===== src/rtl/alu_arbiter.sv =====
//==============================================================================
// alu_arbiter - round-robin two-requester front end for a shared combinational ALU
// Rev 1.0
//==============================================================================
`default_nettype none

module alu_arbiter #(
  parameter int N = 64
) (
  input  logic         clock,
  input  logic         reset,
  input  logic         req0_valid,
  output logic         req0_ready,
  input  logic [N-1:0] req0_a,
  input  logic [N-1:0] req0_b,
  input  logic [3:0]   req0_op,
  input  logic         req1_valid,
  output logic         req1_ready,
  input  logic [N-1:0] req1_a,
  input  logic [N-1:0] req1_b,
  input  logic [3:0]   req1_op,
  output logic [N-1:0] alu_a,
  output logic [N-1:0] alu_b,
  output logic [3:0]   alu_op,
  input  logic [N-1:0] alu_out,
  input  logic [3:0]   alu_flags,
  output logic         rsp_valid,
  input  logic         rsp_ready,
  output logic         rsp_id,
  output logic [N-1:0] rsp_out,
  output logic [3:0]   rsp_flags,
  output logic         busy
);

  typedef enum logic [1:0] {
    IDLE = 2'd0,
    EXEC = 2'd1,
    RESP = 2'd2
  } state_t;

  state_t state;
  state_t state_next;
  logic   last_grant;
  logic   grant;
  logic   grant_idx;
  logic   accept;

  always_ff @(posedge clock or posedge reset) begin
    if (reset) begin
      state <= IDLE;
    end else begin
      state <= state_next;
    end
  end

  always_comb begin
    state_next = state;
    grant      = 1'b0;
    accept     = 1'b0;
    req0_ready = 1'b0;
    req1_ready = 1'b0;
    case (state)
      IDLE: begin
        accept = req0_valid | req1_valid;
        // With both pending, the requester that did not win last time goes next.
        if (req0_valid && req1_valid) begin
          grant = ~last_grant;
        end else begin
          grant = req1_valid;
        end
        req0_ready = accept & ~grant;
        req1_ready = accept & grant;
        if (accept) begin
          state_next = EXEC;
        end
      end
      EXEC: state_next = RESP;
      RESP: begin
        if (rsp_ready) begin
          state_next = IDLE;
        end
      end
      default: state_next = IDLE;
    endcase
  end

  always_ff @(posedge clock or posedge reset) begin
    if (reset) begin
      alu_a      <= '0;
      alu_b      <= '0;
      alu_op     <= '0;
      grant_idx  <= 1'b0;
      last_grant <= 1'b1;
    end else if (accept) begin
      alu_a      <= grant ? req1_a  : req0_a;
      alu_b      <= grant ? req1_b  : req0_b;
      alu_op     <= grant ? req1_op : req0_op;
      grant_idx  <= grant;
      last_grant <= grant;
    end
  end

  always_ff @(posedge clock or posedge reset) begin
    if (reset) begin
      rsp_valid <= 1'b0;
      rsp_id    <= 1'b0;
      rsp_out   <= '0;
      rsp_flags <= '0;
    end else if (state == EXEC) begin
      rsp_valid <= 1'b1;
      rsp_id    <= grant_idx;
      rsp_out   <= alu_out;
      rsp_flags <= alu_flags;
    end else if (state == RESP && rsp_ready) begin
      rsp_valid <= 1'b0;
    end
  end

  assign busy = (state != IDLE);

endmodule

`default_nettype wire


===== config.mk =====
export PLATFORM = sky130hd
export DESIGN_NAME = alu_arbiter
export DESIGN_NICKNAME = d
export VERILOG_FILES = /design/src/rtl/alu_arbiter.sv
export SDC_FILE = /design/constraint.sdc
export NUM_CORES = 1
export LEC_CHECK = 0
export BUFFER_PORTS_ARGS = -buffer_cell sky130_fd_sc_hd__buf_2
export CORE_AREA = 2 2 212 214
export DETAILED_ROUTE_END_ITERATION = 8
export DIE_AREA = 0 0 214 216
export GPL_ROUTABILITY_DRIVEN = 0
export PLACE_DENSITY = 0.48
export SLEW_MARGIN = 20
export SYNTH_ARGS = -nofsm -noshare
export SYNTH_HDL_FRONTEND = slang
export SYNTH_SLANG_ARGS = --single-unit

===== constraint.sdc =====
create_clock -name clock -period 6.8 [get_ports clock]
set_input_delay 1.02 -clock clock [delete_from_list [all_inputs] [get_ports clock]]
set_output_delay 1.02 -clock clock [all_outputs]
set_load 0.005 [all_outputs]

Word level (Yosys, flattened, before mapping)

Cells that the tools add are included.

Muxes and demuxes: 14
Reductions and logical operators: 6
Bitwise logic cells: 5
Equality and inequality tests: 4

Operator list:

| cell                                                | count |
|---|---|
| two-way mux 64 bit                                  | 2 |
| two-way mux 1 bit                                   | 8 |
| case mux 2 bit (3 select lines)                     | 1 |
| two-way mux 2 bit                                   | 2 |
| two-way mux 4 bit                                   | 1 |
| inequality test 2 bit, second input constant        | 2 |
| nonzero test 2 bit                                  | 2 |
| bitwise AND 1 bit                                   | 2 |
| equality test 2 x 1 -> 1 bit, second input constant | 1 |
| equality test 2 bit, second input constant          | 1 |
| logical AND 1 bit                                   | 2 |
| logical NOT 2 bit                                   | 1 |
| NOT 1 bit                                           | 2 |
| AND reduction 2 bit                                 | 1 |
| bitwise OR 1 bit                                    | 1 |

Word-level logic and storage cells: 39
Input port bits: 337
Register bits after elaboration: 206
Output and inout port bits: 205

Logic depth before layout (Yosys ltp)

Gate-level depths: netlist of run 1.

Word-level depth: 6
Mapped depth: 7
Mapped depth without buffers: 5

Worst setup path before layout of run 1

No wires, ideal clock.

Kind: input to output
Start point: in req0_valid
End point: out req1_ready
Slack: 4.266 ns
Path buffers: 1
Stages: 4
Data arrival time: 1.514 ns
Path through: nand2_1 -> nand3_4 -> inv_2 -> buf_2

Longest elaborated chain between the ends: 5
Elaborated cells on any way between the ends: 6
Those cells by class: 3 x mux; 2 x bitwise; 1 x reduce/logical

RTL lines:

| element             | line | RTL |
|---|---|---|
| start: declaration  | 12   | `input logic req0_valid,` |
| logical AND 1 bit   | 66   | `if (req0_valid && req1_valid) begin` |
| two-way mux 1 bit   | 66   |  |
| two-way mux 1 bit   | 62   | `case (state)` |
| bitwise AND 1 bit * | 72   | `req1_ready = accept & grant;` |
| two-way mux 1 bit * | 62   |  |
| end: declaration    | 18   | `output logic req1_ready,` |

Every way passes the cells marked *; elsewhere a longest branch is shown, timed or not. The select of a mux whose other input is x is not followed.

Worst setup path in the final report of run 1

Start point: reg state[1]
End point: out req1_ready

Longest elaborated chain between the ends: 2

RTL lines:

| element                  | line | RTL |
|---|---|---|
| start: declaration       | 41   | `state_t state;` |
| start signal: assignment | 52   | `state <= state_next;` |
| logical NOT 2 bit        | 62   |  |
| two-way mux 1 bit        | 62   |  |

No other way between the ends.

==> results of run 1 <==
## routing by layer
layer  global-route usage [%]  vias up  share of wire (%)
li1                         -     3999                  -
met1                     17.0     3990                 41
met2                     23.5      381                 48
met3                     3.62       55                7.6
met4                     5.48        2                3.0
met5                        0        -              0.039
## layout make-up
cell class / instances / share of cell area (%)
Inverter: 5 / 0.244
Clock buffer: 35 / 5.56
Multi-Input combinational cell: 613 / 26.2
Sequential cell: 206 / 40.2
Tap cell: 592 / 5.77
Timing Repair Buffer: 549 / 21.6
Antenna cell: 3 / 0.0585
Clock inverter: 6 / 0.448
## flip-flops by register name, summed over array words and instances (netlist names)
signal and cells:
alu_a 64, alu_b 64, alu_op 4, grant_idx 1, last_grant 1, rsp_flags 4
rsp_id 1, rsp_out 64, rsp_valid 1, state 2
## cells by family (layout without fill, tap and decap cells)
| family | Yosys count | after routing | share of synthesized area [%] |
|---|---|---|---|
| flops | 206 | 206 | 58.1 |
| mux | 69 | 69 | 8.75 |
| other cells | 0 | 3 | 0 |
| buf+inv | 69 | 595 | 4.24 |
| simple gates | 277 | 277 | 12.1 |
| compound gates | 267 | 267 | 16.9 |
## report_power, final
part	switching (uW)	internal, uW
Combinational	1430	1140
Clock	528	760
Sequential	319	1860
## worst min-delay path by stage
stage          slack (ns)  cells past startpoint        end
2_1_floorplan        0.46                      2  grant_idx
5_1_grt              0.48                      2  alu_b[17]
4_1_cts              0.47                      2   alu_b[8]
3_3_place_gp         0.46                      2  alu_b[17]
6_report             0.47                      2   alu_b[8]
3_5_place_dp         0.46                      2   alu_b[8]
## per-stage QoR
stage / instances / hold slack (ns) / total power (uW) / instance area (um^2) / setup slack (ns)
after CTS: 2006 / 0.473 / 6160 / 12800 / 3.18
after floorplan: 888 / 0.461 / 3690 / 8880 / 0.158
after global routing: 2009 / 0.483 / 6530 / 12800 / 3.07
after detailed placement: 1965 / 0.459 / 4840 / 12100 / 3.21
after global placement: 1965 / 0.458 / 4790 / 12100 / 3.22
final: 2009 / 0.470 / 6040 / 12800 / 3.25
## placed cells by master (no fill, tap or decap), types with 2 or more instances in the layout
| cell | Yosys | final |
|---|---|---|
| clkbuf_8 | 0 | 5 |
| buf_4 | 11 | 8 |
| dfrtp_1 | 205 | 205 |
| a21oi_2 | 20 | 20 |
| a21oi_1 | 141 | 141 |
| clkbuf_1 | 19 | 5 |
| clkbuf_16 | 0 | 25 |
| mux2_2 | 69 | 69 |
| inv_1 | 3 | 2 |
| clkinv_2 | 0 | 4 |
| o21ai_0 | 26 | 26 |
| buf_2 | 29 | 541 |
| o21ai_1 | 59 | 59 |
| nor2_1 | 136 | 136 |
| nand2_1 | 134 | 134 |
| diode_2 | 0 | 3 |
| inv_4 | 1 | 2 |
| o21ai_2 | 20 | 20 |
## worst max-delay path, stage by stage, from the launching register on
cell and delay [ns]:
dfrtp_1 0.46, nor2_4 0.23, nand3_4 0.35, inv_4 0.70, buf_2 0.24
==> metrics.txt, run 1 <==
status finished clean; ratio of cells with drive above 1 in the final layout 49.8%; Final ANT Viol Nets 0; leading area contributor after synthesis dfrtp_1; Layout fillers approximately 4,700; hold path startpoint alu_b[8]; vias per cell roughly 4.2; mapped cell area roughly 9000 um^2; worst r2r src state[1]; Worst EP required between 5 and 6 ns; # Max-Cap Violations 0; Pre-antenna DRT Iters 4; top cells by count, synth 205 x dfrtp_1, 141 x a21oi_1, 136 x nor2_1, 134 x nand2_1, 69 x mux2_2; Initial Util between 20% and 30%; syn_area_per_cell roughly 10 um^2; H-tree levels 1; worst setup path endpoint req1_ready; IO Count 542; Tcrit/Tclk final 52.2%; hold bufs inserted after CTS 0; drt wl/cell ~17 um; CTS root buf clkbuf_16; Post-synth top flop dfrtp_1; Warnings, synthesis 0; Clock Skew about 0.013 ns; total power density per cell area 471 nW/um^2; count of different cell masters after synthesis 25; final setup violation count 0; antenna violations before repair 4; cts repair resizes 0; part of the Yosys area used for sequential elements 58.1%; achievable frequency between 0.2 and 0.3 GHz; Hold Fails Final Rpt 0; Synth top area share between 50 and 60%; critical path launch point type flop; fraction of registers with async set or reset after synthesis 100%; WL final about 33,000 um; worst r2r path cells 6; vias in the first global route 8,655; core area 43,800 um^2; post-DP HPWL roughly 23,000 um; Worst EP arrival between 2 and 3 ns; CTS tree yes; count leader, synth dfrtp_1; Worst Setup SP state[1]; first-pass GRT wire length 51,200 um; Final Core Density about 29%; unrepaired setup endpoints after global routing no; DRT iter0 DRCs about 370; Area Overhead vs Synth 44.5%; number of port buffers roughly 540; Worst slew margin approximately a third; maximum vdd ir drop roughly 720 uV; Synth area leaders dfrtp_1 58%, mux2_2 8.7%, a21oi_1 7.9%; multi-input logic area 3360 um^2; endpoint type of the worst setup path output port; worst-path fanout max 62; Reg2Reg Setup Slack around 3.8 ns; Register Area between 5000 and 6000 um^2; CTS Buffer Depth 3; largest net degree at the start of global routing 119; Residual DRC 0; setup bufs post-CTS 0; Die Wd around 210 um; Final Critical Period approximately 3.5 ns; Skew-Pair Late Insertion Delay 0.53 ns; Min-Delay Path Class reg2reg; post-route setup TNS 0 ns; crit path kind reg2out; leak pwr around 0.0063 uW; DIE AREA ~46,000 um^2; worst-margin pin slew 1.02 ns; reg2reg end alu_b[14]; clk sinks between 200 and 250; Slew Limit Fails 0; via count between 8,000 and 9,000; flops & latches, synth around 210; GRT Total Usage between 10% and 20%; TritonCTS Buffers 25; chip height 216 um; GRT Residual Overflow 0; nets@finish 1,737; row count between 70 and 80; Mapped Nets about 1,200; EDFF count, synth 0; Post-Synthesis Cells ~890; clock slew at reported path FFs approximately 0.06 ns
(Power assumes the default switching activity.)
==> run 2, diff against run 1 <==
--- a/config.mk
+++ b/config.mk
@@ -10,7 +10,7 @@
 export DETAILED_ROUTE_END_ITERATION = 8
 export DIE_AREA = 0 0 214 216
 export GPL_ROUTABILITY_DRIVEN = 0
-export PLACE_DENSITY = 0.48
+export PLACE_DENSITY = 0.47
 export SLEW_MARGIN = 20
 export SYNTH_ARGS = -nofsm -noshare
 export SYNTH_HDL_FRONTEND = slang
==> constraint.sdc (replaced) <==
create_clock -name clock -period 3.6 [get_ports clock]
set_input_delay 0.54 -clock clock [delete_from_list [all_inputs] [get_ports clock]]
set_output_delay 0.54 -clock clock [all_outputs]
set_load 0.005 [all_outputs]
==> metrics.txt, run 2 (synthesis gave the netlist of run 1 again) <==
crit path kind reg2out; vias per cell roughly 4.2; nets@finish approximately 1,700; multi-input logic area ~3400 um^2; Die Wd roughly 210 um; most frequent cells in the layout 541 x buf_2, 205 x dfrtp_1, 141 x a21oi_1; DRT iter0 DRCs approximately 350; Residual DRC 0; reg2reg end alu_b[28]; # Max-Cap Violations 0; clk sinks between 200 and 250; worst r2r path cells 6; antenna violations before repair 1; Final Power 11,800 uW; final antenna diode count 0; GRT Residual Overflow 0; first-pass GRT wire length roughly 52,000 um; status finished clean; TritonCTS Buffers 25; Worst slew margin 37.1%; final setup violation count 0; GRT Total Usage approximately 14%; Tcrit/Tclk final about three quarters; CTS Buffer Depth 3; critical path launch point type flop; CTS root buf clkbuf_16; ratio of cells with drive above 1 in the final layout between 50% and 60%; post-route setup TNS 0 ns; Slew Limit Fails 0; CTS tree yes; hold bufs inserted after CTS 0; row count 77; H-tree levels 1; unrepaired setup endpoints after global routing no; clock slew at reported path FFs about 0.06 ns; achievable frequency around 0.38 GHz; Register Area 5160 um^2; vias in the first global route 8,794; Final Core Density between 20 and 30%; Min-Delay Path Class in2async; IO Count roughly 540; via count 8,481; Worst EP arrival around 2.1 ns; worst-path fanout max 28; Clock Skew roughly 0.013 ns; DIE AREA 46,200 um^2; Initial Util 20.3%; post-DP HPWL ~24,000 um; Area Overhead vs Synth 46.6%; chip height between 200 and 250 um; Pre-antenna DRT Iters 4; total power density per cell area between 900 and 1000 nW/um^2; most common cell after layout, fill and taps aside buf_2; Final ANT Viol Nets 0; Hold Fails Final Rpt 0; Skew-Pair Late Insertion Delay about 0.54 ns; maximum vdd ir drop about 570 uV; setup bufs post-CTS 0; cts repair resizes 0; worst setup path endpoint req1_ready; Final Critical Period 2.64 ns; Design Area, Final between 10,000 and 15,000 um^2; endpoint type of the worst setup path output port; Layout fillers ~4,700; WL final 33,500 um; number of port buffers ~540; largest net degree at the start of global routing 133; Worst Setup SP state[1]; worst-margin pin slew between 0.9 and 1 ns; Worst EP required 3.06 ns; top flop regs alu_a: 64 flops, alu_b: 64 flops, rsp_out: 64 flops; drt wl/cell roughly 17 um; core area 43,800 um^2; worst r2r src state[1]; Placed Area about 12,000 um^2; leak pwr approximately 0.0064 uW; Reg2Reg Setup Slack 1.40 ns
run 2: changes by cell type in the layout (fill, tap and decap cells not counted), sizes merged:
| cell | previous run | this run |
|---|---|---|
| buf | 549 | 552 |
| diode | 3 | 0 |
| bufinv | 1 | 5 |
| clkinv | 4 | 9 |
| clkbuf | 35 | 30 |
run 2: metal layers:
metal  global-route usage, %  wire length (um)  vias up
met4                    3.68               669        2
met5                       0                12        -
met2                    24.2             16400      377
li1                        -                 -     4005
met3                    3.62              2500       43
met1                    17.4             14000     4054
run 2: per-stage QoR:
step,hold slack [ns],cells,setup WS [ns]
3_3_place_gp,0.456,1968,1.36
3_5_place_dp,0.463,1968,1.35
2_1_floorplan,0.461,888,0.389
4_1_cts,0.0506,2013,0.906
6_report,0.0555,2013,0.961
5_1_grt,0.0798,2013,0.796
run 2: critical path, stage by stage (launching register included):
cell,delay (ns)
dfrtp_1,0.46
nor2_4,0.24
nand3_4,0.32
inv_4,0.33
buf_2,0.19
run 2: worst min-delay path by stage:
stage,slack [ns],end,from
after global placement,0.46,alu_a[47],alu_a[47]
after global routing,0.08,alu_b[41],reset
after detailed placement,0.46,alu_b[28],alu_b[28]
final,0.06,alu_a[2],reset
after CTS,0.05,alu_a[2],reset
after floorplan,0.46,grant_idx,grant_idx
run 2: power by group:
group	total, uW	switching (uW)	internal [uW]
logic	4940	2740	2200
clock network	2720	1030	1690
registers	4120	604	3510
total	11800	4380	7400
run 2: layout make-up:
class / count / share of cell area [%]
repair buffers: 552 / 21.9
inverters: 5 / 0.211
clock inverters: 15 / 1.60
well taps: 592 / 5.69
clock buffers: 30 / 5.18
flip-flops and latches: 206 / 39.6
multi-input cells: 613 / 25.8
==> run 3, diff against run 2 <==
--- a/config.mk
+++ b/config.mk
@@ -10,7 +10,7 @@
 export DETAILED_ROUTE_END_ITERATION = 8
 export DIE_AREA = 0 0 214 216
 export GPL_ROUTABILITY_DRIVEN = 0
-export PLACE_DENSITY = 0.47
+export PLACE_DENSITY = 0.48
 export SLEW_MARGIN = 20
 export SYNTH_ARGS = -nofsm -noshare
 export SYNTH_HDL_FRONTEND = slang
==> constraint.sdc (replaced) <==
create_clock -name clock -period 2.1 [get_ports clock]
set_input_delay 0.315 -clock clock [delete_from_list [all_inputs] [get_ports clock]]
set_output_delay 0.315 -clock clock [all_outputs]
set_load 0.005 [all_outputs]
==> metrics.txt, run 3 (synthesis gave the netlist of run 1 again) <==
status finished clean; Reg2Reg Setup Slack 0.32 ns; Tcrit/Tclk final between 90% and 100%; leak pwr ~0.007 uW; post-DP HPWL ~25,000 um; crit-path max cell delay roughly 0.53 ns; worst r2r path cells 7; most frequent cells in the layout 541 x buf_2, 204 x dfrtp_1, 141 x a21oi_1; vias per cell 4.15; achievable frequency ~0.5 GHz; antenna violations before repair 1; post-placement cell count ~2,000; Clock Skew between 0.009 and 0.01 ns; worst setup path endpoint req1_ready; GRT Residual Overflow 0; Worst slew margin slightly above 60%; CTS root buf clkbuf_16; clk sinks a little over 200; number of port buffers about 540; Switching Power 7640 uW; row count between 70 and 80; Comb power frac ~43%; CTS tree yes; Initial Util between 20% and 30%; final setup violation count 0; first-pass GRT wire length 52,900 um; P_int between 10,000 and 15,000 uW; total power density per cell area about 1500 nW/um^2; worst hold stages 2; IO Count 542; TritonCTS Buffers 26; GRT Total Usage between 10% and 20%; largest net degree at the start of global routing roughly 110; post-route setup TNS 0 ns; worst path buffer plus inverter count 3; clock slew at reported path FFs approximately 0.06 ns; Final Critical Period ~2 ns; Pre-antenna DRT Iters 4; H-tree levels 1; Reg power frac between 30% and 40%; Worst path top cell family by delay flip-flops; drt wl/cell approximately 16 um; cells along the critical path nand2_1 -> nand3_4 -> clkinv_8 -> buf_12 -> buf_2; chip height around 220 um; worst r2r src state[1]; post-route insts no fill 2,136; Layout fillers 4,592; Skew-Pair Late Insertion Delay 0.53 ns; Hold Fails Final Rpt 0; unrepaired setup endpoints after global routing no; Final ANT Viol Nets 0; Worst Setup SP last_grant; clock share of power 22.5%; worst-path fanout max 18; WL final between 30,000 and 40,000 um; nets@finish between 1,500 and 2,000; reg2reg end alu_b[35]; top flop regs alu_a: 64 flops, alu_b: 64 flops, rsp_out: 64 flops; Slew Limit Fails 0; Area Overhead vs Synth 61.3%; ratio of cells with drive above 1 in the final layout about half; DRT iter0 DRCs about 390; Sw Ratio about 37%; DIE AREA 46,200 um^2; critical path depth 5; Die Wd approximately 210 um; Min-Delay Path Class in2reg; Worst EP arrival approximately 1.7 ns; crit path kind reg2out; via count a little under 9,000; worst-margin pin slew 0.568 ns; endpoint type of the worst setup path output port; # Max-Cap Violations 0; critical path launch point type flop; CTS Buffer Depth 3; core area about 44,000 um^2; Residual DRC 0; maximum vdd ir drop slightly above 1000 uV; vias in the first global route between 9,000 and 10,000; slowest CP cell dfstp_2; Worst EP required around 1.8 ns; most common cell after layout, fill and taps aside buf_2
## run 3: area by class of cell
class                           count  area, um^2  share of cell area (%)
Clock inverter                     11         164                    1.14
Timing Repair Buffer              670        4110                    28.7
Inverter                            5        37.5                   0.262
Clock buffer                       37         743                    5.19
Sequential cell                   206        5160                    36.0
Multi-Input combinational cell    614        3370                    23.5
Antenna cell                        1        2.50                  0.0175
Tap cell                          592         741                    5.17
## run 3: worst register-to-register path, stage by stage (launching register included)
cell	delay, ns
dfrtp_2	0.45
nor2_4	0.15
buf_4	0.14
and3_4	0.20
buf_4	0.29
buf_4	0.27
a21oi_1	0.06
o21ai_1	0.13
## run 3: stage by stage
stage               power, uW  hold slack (ns)  setup WS [ns]  cell area [um^2]  utilization (%)
floorplan               12000            0.444         -0.886              8890                -
global placement        16000            0.319          0.358             12500             28.5
detailed placement      16100            0.318          0.352             12500             28.5
CTS                     21300         0.000237        0.00233             14300             32.7
global route            22500           0.0167         0.0104             14300             32.7
finish                  20900           0.0366         0.0979             14300             32.7
## run 3: routing by layer
metal	GRT usage [%]	share of wire, %
met2	25.2	49
met5	0	0
met1	17.3	41
met4	4.78	2.8
met3	3.42	7.3
## run 3: worst min path at each step
| stage | startpoint | end | slack, ns |
|---|---|---|---|
| 5_1_grt | alu_out[60] | rsp_out[60] | 0.02 |
| 4_1_cts | alu_out[60] | rsp_out[60] | 0.0002 |
| 3_5_place_dp | reset | alu_a[0] | 0.32 |
| 3_3_place_gp | reset | rsp_out[7] | 0.32 |
| 6_report | alu_out[60] | rsp_out[60] | 0.04 |
| 2_1_floorplan | req0_a[14] | alu_a[14] | 0.44 |
## run 3: power groups by stage
stage,combinational [uW],sequential [uW],clock [uW]
after floorplan,4710,7250,0
after global placement,8890,7140,0
after detailed placement,8980,7170,0
after CTS,9240,7150,4880
after global routing,10100,7400,5030
final,9060,7150,4710
## run 3: repair_timing
item / 4_1_cts / 5_1_grt
hold endpoints to repair: 92 / 0
endpoints found under the setup margin: 2 / 1
gates cloned: 2 / 0
hold buffers: 85 / 0
pin swaps: 2 / 0
setup buffers: 4 / 0
resized for setup: 2 / 2
